[src/rtl/program_loader.sv]
// Byte-stream program loader: assembles big-endian words, writes them to consecutive
// memory addresses, reads each one back to verify, and holds the CPU off the memory port meanwhile.
module program_loader #(
    parameter int WORD    = 16,
    parameter int ADDRESS = 12,
    parameter int SIZE    = 4096
) (
    input  logic               clk,
    input  logic               rst,
    input  logic               start,
    input  logic               abort,
    input  logic [ADDRESS-1:0] base_addr,
    input  logic [ADDRESS:0]   word_count,
    input  logic [7:0]         byte_data,
    input  logic               byte_valid,
    output logic               byte_ready,
    output logic [ADDRESS-1:0] mem_address,
    output logic [WORD-1:0]    mem_write_data,
    output logic               mem_write_enable,
    input  logic [WORD-1:0]    mem_read_data,
    output logic               busy,
    output logic               cpu_hold,
    output logic               done,
    output logic [ADDRESS:0]   words_written,
    output logic               verify_err
);

    typedef enum logic [2:0] {IDLE, HI, LO, WRITE, VERIFY, DONE} state_t;

    localparam logic [ADDRESS:0] ONE = 1;

    state_t             state, state_nxt;
    logic [ADDRESS-1:0] cur_addr;
    logic [ADDRESS:0]   count_r;
    logic [WORD-1:0]    word_r;
    logic               last_word;
    logic               load_go;

    assign load_go   = start && !abort;
    assign last_word = (words_written + ONE) == count_r;

    always_ff @(posedge clk) begin
        if (rst) state <= IDLE;
        else     state <= state_nxt;
    end

    always_comb begin
        state_nxt        = state;
        byte_ready       = 1'b0;
        mem_write_enable = 1'b0;
        done             = 1'b0;
        case (state)
            IDLE:    if (load_go) state_nxt = (word_count == '0) ? DONE : HI;
            HI: begin
                byte_ready = 1'b1;
                if (byte_valid) state_nxt = LO;
            end
            LO: begin
                byte_ready = 1'b1;
                if (byte_valid) state_nxt = WRITE;
            end
            WRITE: begin
                mem_write_enable = 1'b1;
                state_nxt        = VERIFY;
            end
            VERIFY:  state_nxt = last_word ? DONE : HI;
            DONE: begin
                done      = 1'b1;
                state_nxt = IDLE;
            end
            default: state_nxt = IDLE;
        endcase
        // Abort outranks everything, including the write strobe and the done pulse.
        if (abort && state != IDLE) begin
            state_nxt        = IDLE;
            mem_write_enable = 1'b0;
            done             = 1'b0;
        end
    end

    always_ff @(posedge clk) begin
        if (rst) begin
            cur_addr      <= '0;
            count_r       <= '0;
            word_r        <= '0;
            words_written <= '0;
            verify_err    <= 1'b0;
        end else begin
            case (state)
                IDLE: if (load_go) begin
                    cur_addr      <= base_addr;
                    count_r       <= word_count;
                    words_written <= '0;
                    verify_err    <= 1'b0;
                end
                HI:  if (byte_valid) word_r[WORD-1 -: 8] <= byte_data;
                LO:  if (byte_valid) word_r[7:0] <= byte_data;
                // Memory was written on the previous edge, so the readback is already current.
                VERIFY: if (!abort) begin
                    if (mem_read_data != word_r) verify_err <= 1'b1;
                    cur_addr      <= ADDRESS'((int'(cur_addr) + 1) % SIZE);
                    words_written <= words_written + ONE;
                end
                default: ;
            endcase
        end
    end

    assign mem_address    = cur_addr;
    assign mem_write_data = word_r;
    assign busy           = (state != IDLE);
    assign cpu_hold       = busy;

endmodule

[config.mk]
export PLATFORM = sky130hd
export DESIGN_NAME = program_loader
export DESIGN_NICKNAME = d
export VERILOG_FILES = /design/src/rtl/program_loader.sv
export SDC_FILE = /design/constraint.sdc
export NUM_CORES = 1
export LEC_CHECK = 0
export ABC_AREA = 1
export CORE_AREA = 5 5 88 90
export CTS_BUF_LIST = sky130_fd_sc_hd__clkbuf_2
export DETAILED_ROUTE_END_ITERATION = 12
export DIE_AREA = 0 0 93 95
export PLACE_DENSITY = 0.81
export SYNTH_ARGS = -nofsm -noshare
export SYNTH_HDL_FRONTEND = slang
export SYNTH_SLANG_ARGS = --single-unit
[constraint.sdc]
create_clock -name clk -period 1.8 [get_ports clk]
set_input_delay 0.36 -clock clk [delete_from_list [all_inputs] [get_ports clk]]
set_output_delay 0.36 -clock clk [all_outputs]
set_load 0.01 [all_outputs]
# After elaboration in Yosys (flattened, before gate mapping)

Cells that the tools add are included.

Output and inout bits: 47
Input port bits: 54
Word-level logic and storage cells: 57
Flip-flop bits (word level): 58

Add/subtract/negate cells: 2
Reductions and logical operators: 15
Muxes and demuxes: 21
Eq/ne operators: 12

Operator list:

| cell                  | number |
|---|---|
| $mux 13               | 2 |
| $pmux 13 s2           | 1 |
| $mux 12               | 2 |
| $pmux 12 s2           | 1 |
| $ne 16x16->1          | 1 |
| $mux 3                | 5 |
| $pmux 3 s5            | 1 |
| $add 13x1->13 const B | 1 |
| $eq 13x13->1          | 1 |
| $logic_not 13->1      | 1 |
| $add 12x1->12 const B | 1 |
| $ne 2x2->1 const B    | 5 |
| $mux 1                | 8 |
| $eq 3x2->1 const B    | 2 |
| $eq 3x3->1 const B    | 2 |
| $reduce_and 2->1      | 3 |
| $reduce_and 3->1      | 2 |
| $reduce_and 4->1      | 1 |
| $reduce_or 2->1       | 2 |
| $eq 3x1->1 const B    | 1 |
| $logic_not 3->1       | 1 |
| $reduce_bool 3->1     | 1 |
| $logic_and 1x1->1     | 2 |
| $pmux 1 s2            | 1 |
| 2 further kinds       | 2 |

# Logic depth before layout (Yosys ltp)

Depth after elaboration: 4
Mapped depth: 13
Gate-level depth less buffers: 13

# Worst setup path after synthesis

Ideal clock, no wire load.

Path type: flip-flop to flip-flop
Start point: reg words_written[0]
End point: reg state[2]
Stages on the path, launching flop included: 14
Clock period less this slack: 1.632 ns
Buffers on the path: 0
Path slack: 0.168 ns
Required time: 1.730 ns
Setup time: 0.070 ns
Arrival: 1.562 ns
Cell sequence: dfxtp_1 > ha_1 > nand2_2 > nor2_4 > nand2_1 > nand2_1 > nand2_1 > nand2_1 > nand2_1 > inv_1 > nand3_1 > nor2_1 > nand2_1 > a21oi_1

Cells in the longest elaborated chain, start to end: 4

Ends and longest elaborated chain:

| item                   | RTL line | RTL |
|---|---|---|
| start, declared        | 24       | `output logic [ADDRESS:0] words_written,` |
| start signal, assigned | 102      | `words_written <= words_written + ONE;` |
| $add 13x1->13          | 40       | `assign last_word = (words_written + ONE) == count_r;` |
| $eq 13x13->1           | 40       |  |
| $mux 3                 | 66       | `VERIFY: state_nxt = last_word ? DONE : HI;` |
| $pmux 3 s5             | 52       | `case (state)` |
| end signal, assigned   | 44       | `else state <= state_nxt;` |
| end, declared          | 32       | `state_t state, state_nxt;` |

No other way between the ends.
A chain may end at the register's enable or synchronous reset.

# Worst setup path in the final report

Start point: reg word_r[3] (netlist: mem_write_data[3])
End point: out mem_write_data[3]

RTL lines:

| item                            | RTL line | RTL |
|---|---|---|
| start, declared                 | 35       | `logic [WORD-1:0] word_r;` |
| start signal, assigned by index | 96       | `HI: if (byte_valid) word_r[WORD-1 -: 8] <= byte_data;` |
| start signal, assigned          | 97       | `LO: if (byte_valid) word_r[7:0] <= byte_data;` |
| end, declared                   | 18       | `output logic [WORD-1:0] mem_write_data,` |

No word-level cell between the ends.

==> results.tsv <==
stage	metric	value	unit
run_status	status	finished, final reports clean	
final_layout	layout.nets	677	
pwr	p_switching	1.09	mW
die	row_count	31	
hold_path	whs_endpoint	mem_address[9]	
route	num_vias	3725	
route	wl_met2	4880	µm
hold_path	min-delay-start	base_addr[9]	
worst_setup_path	startpoint_type	register	
final_layout	final_area	4730	µm²
die	start_util	45.9	%
global_routing	grt_max_degree	28	
place	port_buffers	100	
timing	fmax	0.579	GHz
die	die_area	8840	µm²
timing	rsz0062_at_grt	no	
die	die_y	95	µm
final_layout	layout.cells.non_filler	708	
route	wl_per_cell	13.5	µm
timing	slew_headroom	80.5	%
clock_tree	htree_levels	3	
worst_setup_path	critical-path-top-delay-family	buffers and inverters	
clock_tree	clk_path_buf_depth	2	
synth	synth_cells	494	
route	antenna_left	0	
timing	tns	0	ns
worst_setup_path	slowest_delay	0.53	ns
synth	yosys.area.top_type	dfxtp_1	
pwr	pwr-share-comb	31.3	%
route	via_per_inst	5.26	
worst_setup_path	r2r-end	state[2]	
timing	fin_crit_sh	95.9	%
final_layout	areaGrowthSynthToFinish	47.5	%
final_layout	diodes	0	
worst_setup_path	worst-path-buf-inv	1	
worst_setup_path	worstPathArrival	1.37	ns
place	pre_cts_slack	-0.190	ns
flow_run	maxCapViolCount	0	
timing	period_needed	1.73	ns
clock_tree	cts_buffers	9	
synth	ys_seq_area_share	36.2	%
die	ioPinCount	101	
route	wl_met1	3650	µm
global_routing	grt_pass1_vias	3585	
clock_tree	cts-root-buf	clkbuf_2	
synth	synth_cell_type_count	33	
synth	synth_area_leaders	dfxtp_1 36%, nand2_1 12%, inv_1 6.9%	
synth	syn_area_per_cell	6.49	µm²
worst_setup_path	crit_path_cell_trace	clkdlybuf4s50_1	
worst_setup_path	cp.required	1.44	ns
clock_tree	cts.sinks	58	
route	drc_errors	0	
timing	layout_setup_ws	0.0742	ns
synth	syn-cell-area	3210	µm²
pwr	swShare	34.3	%
timing	worst-slew-pin-transition	0.291	ns
global_routing	overflow	0	
synth	synth_top_area_share	36.2	%
final_layout	nFillCells	601	
route	drt_iter0_markers	146	
pwr	power.leakage	2.31	nW
route	drt-pass1-iter-count	4	
clock_tree	path_clk_slew	0.18	ns
place	dp.cells	681	
worst_setup_path	worstPathMaxFanout	3	
place	place_area	4430	µm²
clock_tree	tritoncts	done	
final_layout	multi_input_area	1810	µm²
timing	fin_skew	0.0300	ns
route	dr_wl_met3	816	µm
pwr	clkPwrFrac	20.7	%
global_routing	grt_pass1_wl	15500	µm
global_routing	antenna_found_initial	0	
synth	synth_edf_count	0	
timing	hold_viol	0	
route	routed_wl	9580	µm
synth	synth_flop_cell	dfxtp_1	
pwr	p_int	2.09	mW
timing	setup_viol_count_final	0	
place	place.gp.congestion	0.865	
final_layout	final_layout_size_suffix_gt1_share	19.5	%
worst_setup_path	r2r_slack	0.18	ns
worst_setup_path	path_class	register to output pin	
pwr	pwr-share-seq	48.1	%
pwr	irDropWorstVdd	0.435	mV
synth	synthArstFlopShare	0	%
worst_setup_path	worst_path_max_delay_cell	clkdlybuf4s50_1	
die	core	6980	µm²
final_layout	seqCellArea	1230	µm²
timing	slew_viol_final	0	
clock_tree	insertion_delay	0.49	ns
die	die_w	93	µm
worst_setup_path	cp-end-kind	output pin	
hold_path	hold_class	input port to register	
synth	ys_warn_count	0	
synth	syn_nets	550	
hold_path	min_path_cells	3	
pwr	p_per_area	673	nW/µm²
global_routing	grtUsageTotal	22.0	%
worst_setup_path	r2r-start	words_written[0]	
worst_setup_path	r2r_cells	11	
synth	ys_seq_elements	58	
place	hpwl	7300	µm
route	top_layer	met4	
## final cells by class
class | count | area share (%)
inverter | 62 | 4.97
clock buffer | 12 | 1.27
clock inverter | 4 | 0.397
tap | 82 | 2.17
multi-input combinational | 359 | 38.2
timing repair buffer | 131 | 27.0
sequential | 58 | 26.0
## power groups by stage
stage	logic, mW	clock network (mW)	registers, mW
5_1_grt	1.11	0.747	1.55
4_1_cts	0.996	0.670	1.53
6_report	0.995	0.657	1.53
3_5_place_dp	1.01	0	1.55
3_3_place_gp	0.991	0	1.55
2_1_floorplan	0.478	0	1.57
## timing repair
item                       CTS  global route
buffers inserted             7             4
setup endpoints to repair   43            30
gates cloned                 0             0
pin swaps                    0             9
gates resized for setup     84            47
hold buffers                 0             0
## per-layer routing
| layer | vias up | GRT usage, % |
|---|---|---|
| li1 | 1881 | - |
| met1 | 1683 | 24.0 |
| met2 | 139 | 38.9 |
| met3 | 22 | 6.53 |
| met4 | 0 | 10.5 |
| met5 | - | 0 |
## kinds of logic after synthesis
| group | synth area share [%] |
|---|---|
| and+or+nand+nor | 32.7 |
| DFF | 36.2 |
| buffers and inverters | 9.45 |
| AOI/OAI and AO/OA | 18.1 |
| xor gates and xnor gates | 2.73 |
| adders and majority gates | 0.781 |
## state kept, by name, indices dropped and copies added, names as in the netlist
| register | flops |
|---|---|
| state | 3 |
| verify_err | 1 |
| mem_write_data | 16 |
| count_r | 13 |
| mem_address | 12 |
| words_written | 13 |
## cell usage after synthesis (4+ instances only)
cell type	n
nor2_1	59
o21ai_1	4
a21oi_1	42
o21ai_0	43
nand2_1	106
clkbuf_1	10
o22ai_1	4
xnor2_1	7
nor3_1	6
dfxtp_1	58
nand3_1	39
nand4_1	8
inv_1	59
a211oi_1	4
or2_2	8
## cells in the final DEF (no fill, tap or decap), types with 4 or more instances in the layout
cell type / synthesis / final
nand3_1: 39 / 37
inv_1: 59 / 54
clkbuf_2: 0 / 12
buf_4: 3 / 28
o21ai_1: 4 / 5
dfxtp_1: 58 / 23
dlymetal6s2s_1: 0 / 21
dlygate4sd2_1: 0 / 19
or2_2: 8 / 8
buf_2: 2 / 5
nand3_2: 3 / 5
nand4_1: 8 / 8
nor2_2: 3 / 4
nor3_1: 6 / 5
dfxtp_2: 0 / 25
o21ai_0: 43 / 42
dfxtp_4: 0 / 10
inv_2: 0 / 5
nand2_2: 2 / 7
clkdlybuf4s50_1: 0 / 55
nor2_4: 1 / 4
o22ai_1: 4 / 4
nor2_1: 59 / 55
a211oi_1: 4 / 4
nand2_1: 106 / 101
a21oi_1: 42 / 42
xnor2_1: 7 / 7
## stage by stage
step | total power [mW] | hold WS (ns) | utilization (%)
2_1_floorplan | 2.05 | 0.437 | -
3_3_place_gp | 2.54 | 0.446 | 63.4
3_5_place_dp | 2.56 | 0.458 | 63.4
4_1_cts | 3.20 | 0.430 | 65.7
5_1_grt | 3.40 | 0.444 | 67.7
6_report | 3.18 | 0.461 | 67.7
## worst max-delay path by stage
stage,start,endpoint,slack (ns),cells past startpoint
2_1_floorplan,words_written[0],state[2],0.17,13
3_3_place_gp,abort,done,-0.17,3
3_5_place_dp,abort,mem_address[6],-0.19,8
4_1_cts,state[2],byte_ready,-0.03,4
5_1_grt,mem_write_data[2],mem_write_data[2],0.0008,1
6_report,mem_write_data[3],mem_write_data[3],0.07,1
Note: power is estimated with default switching activity, not from simulation.
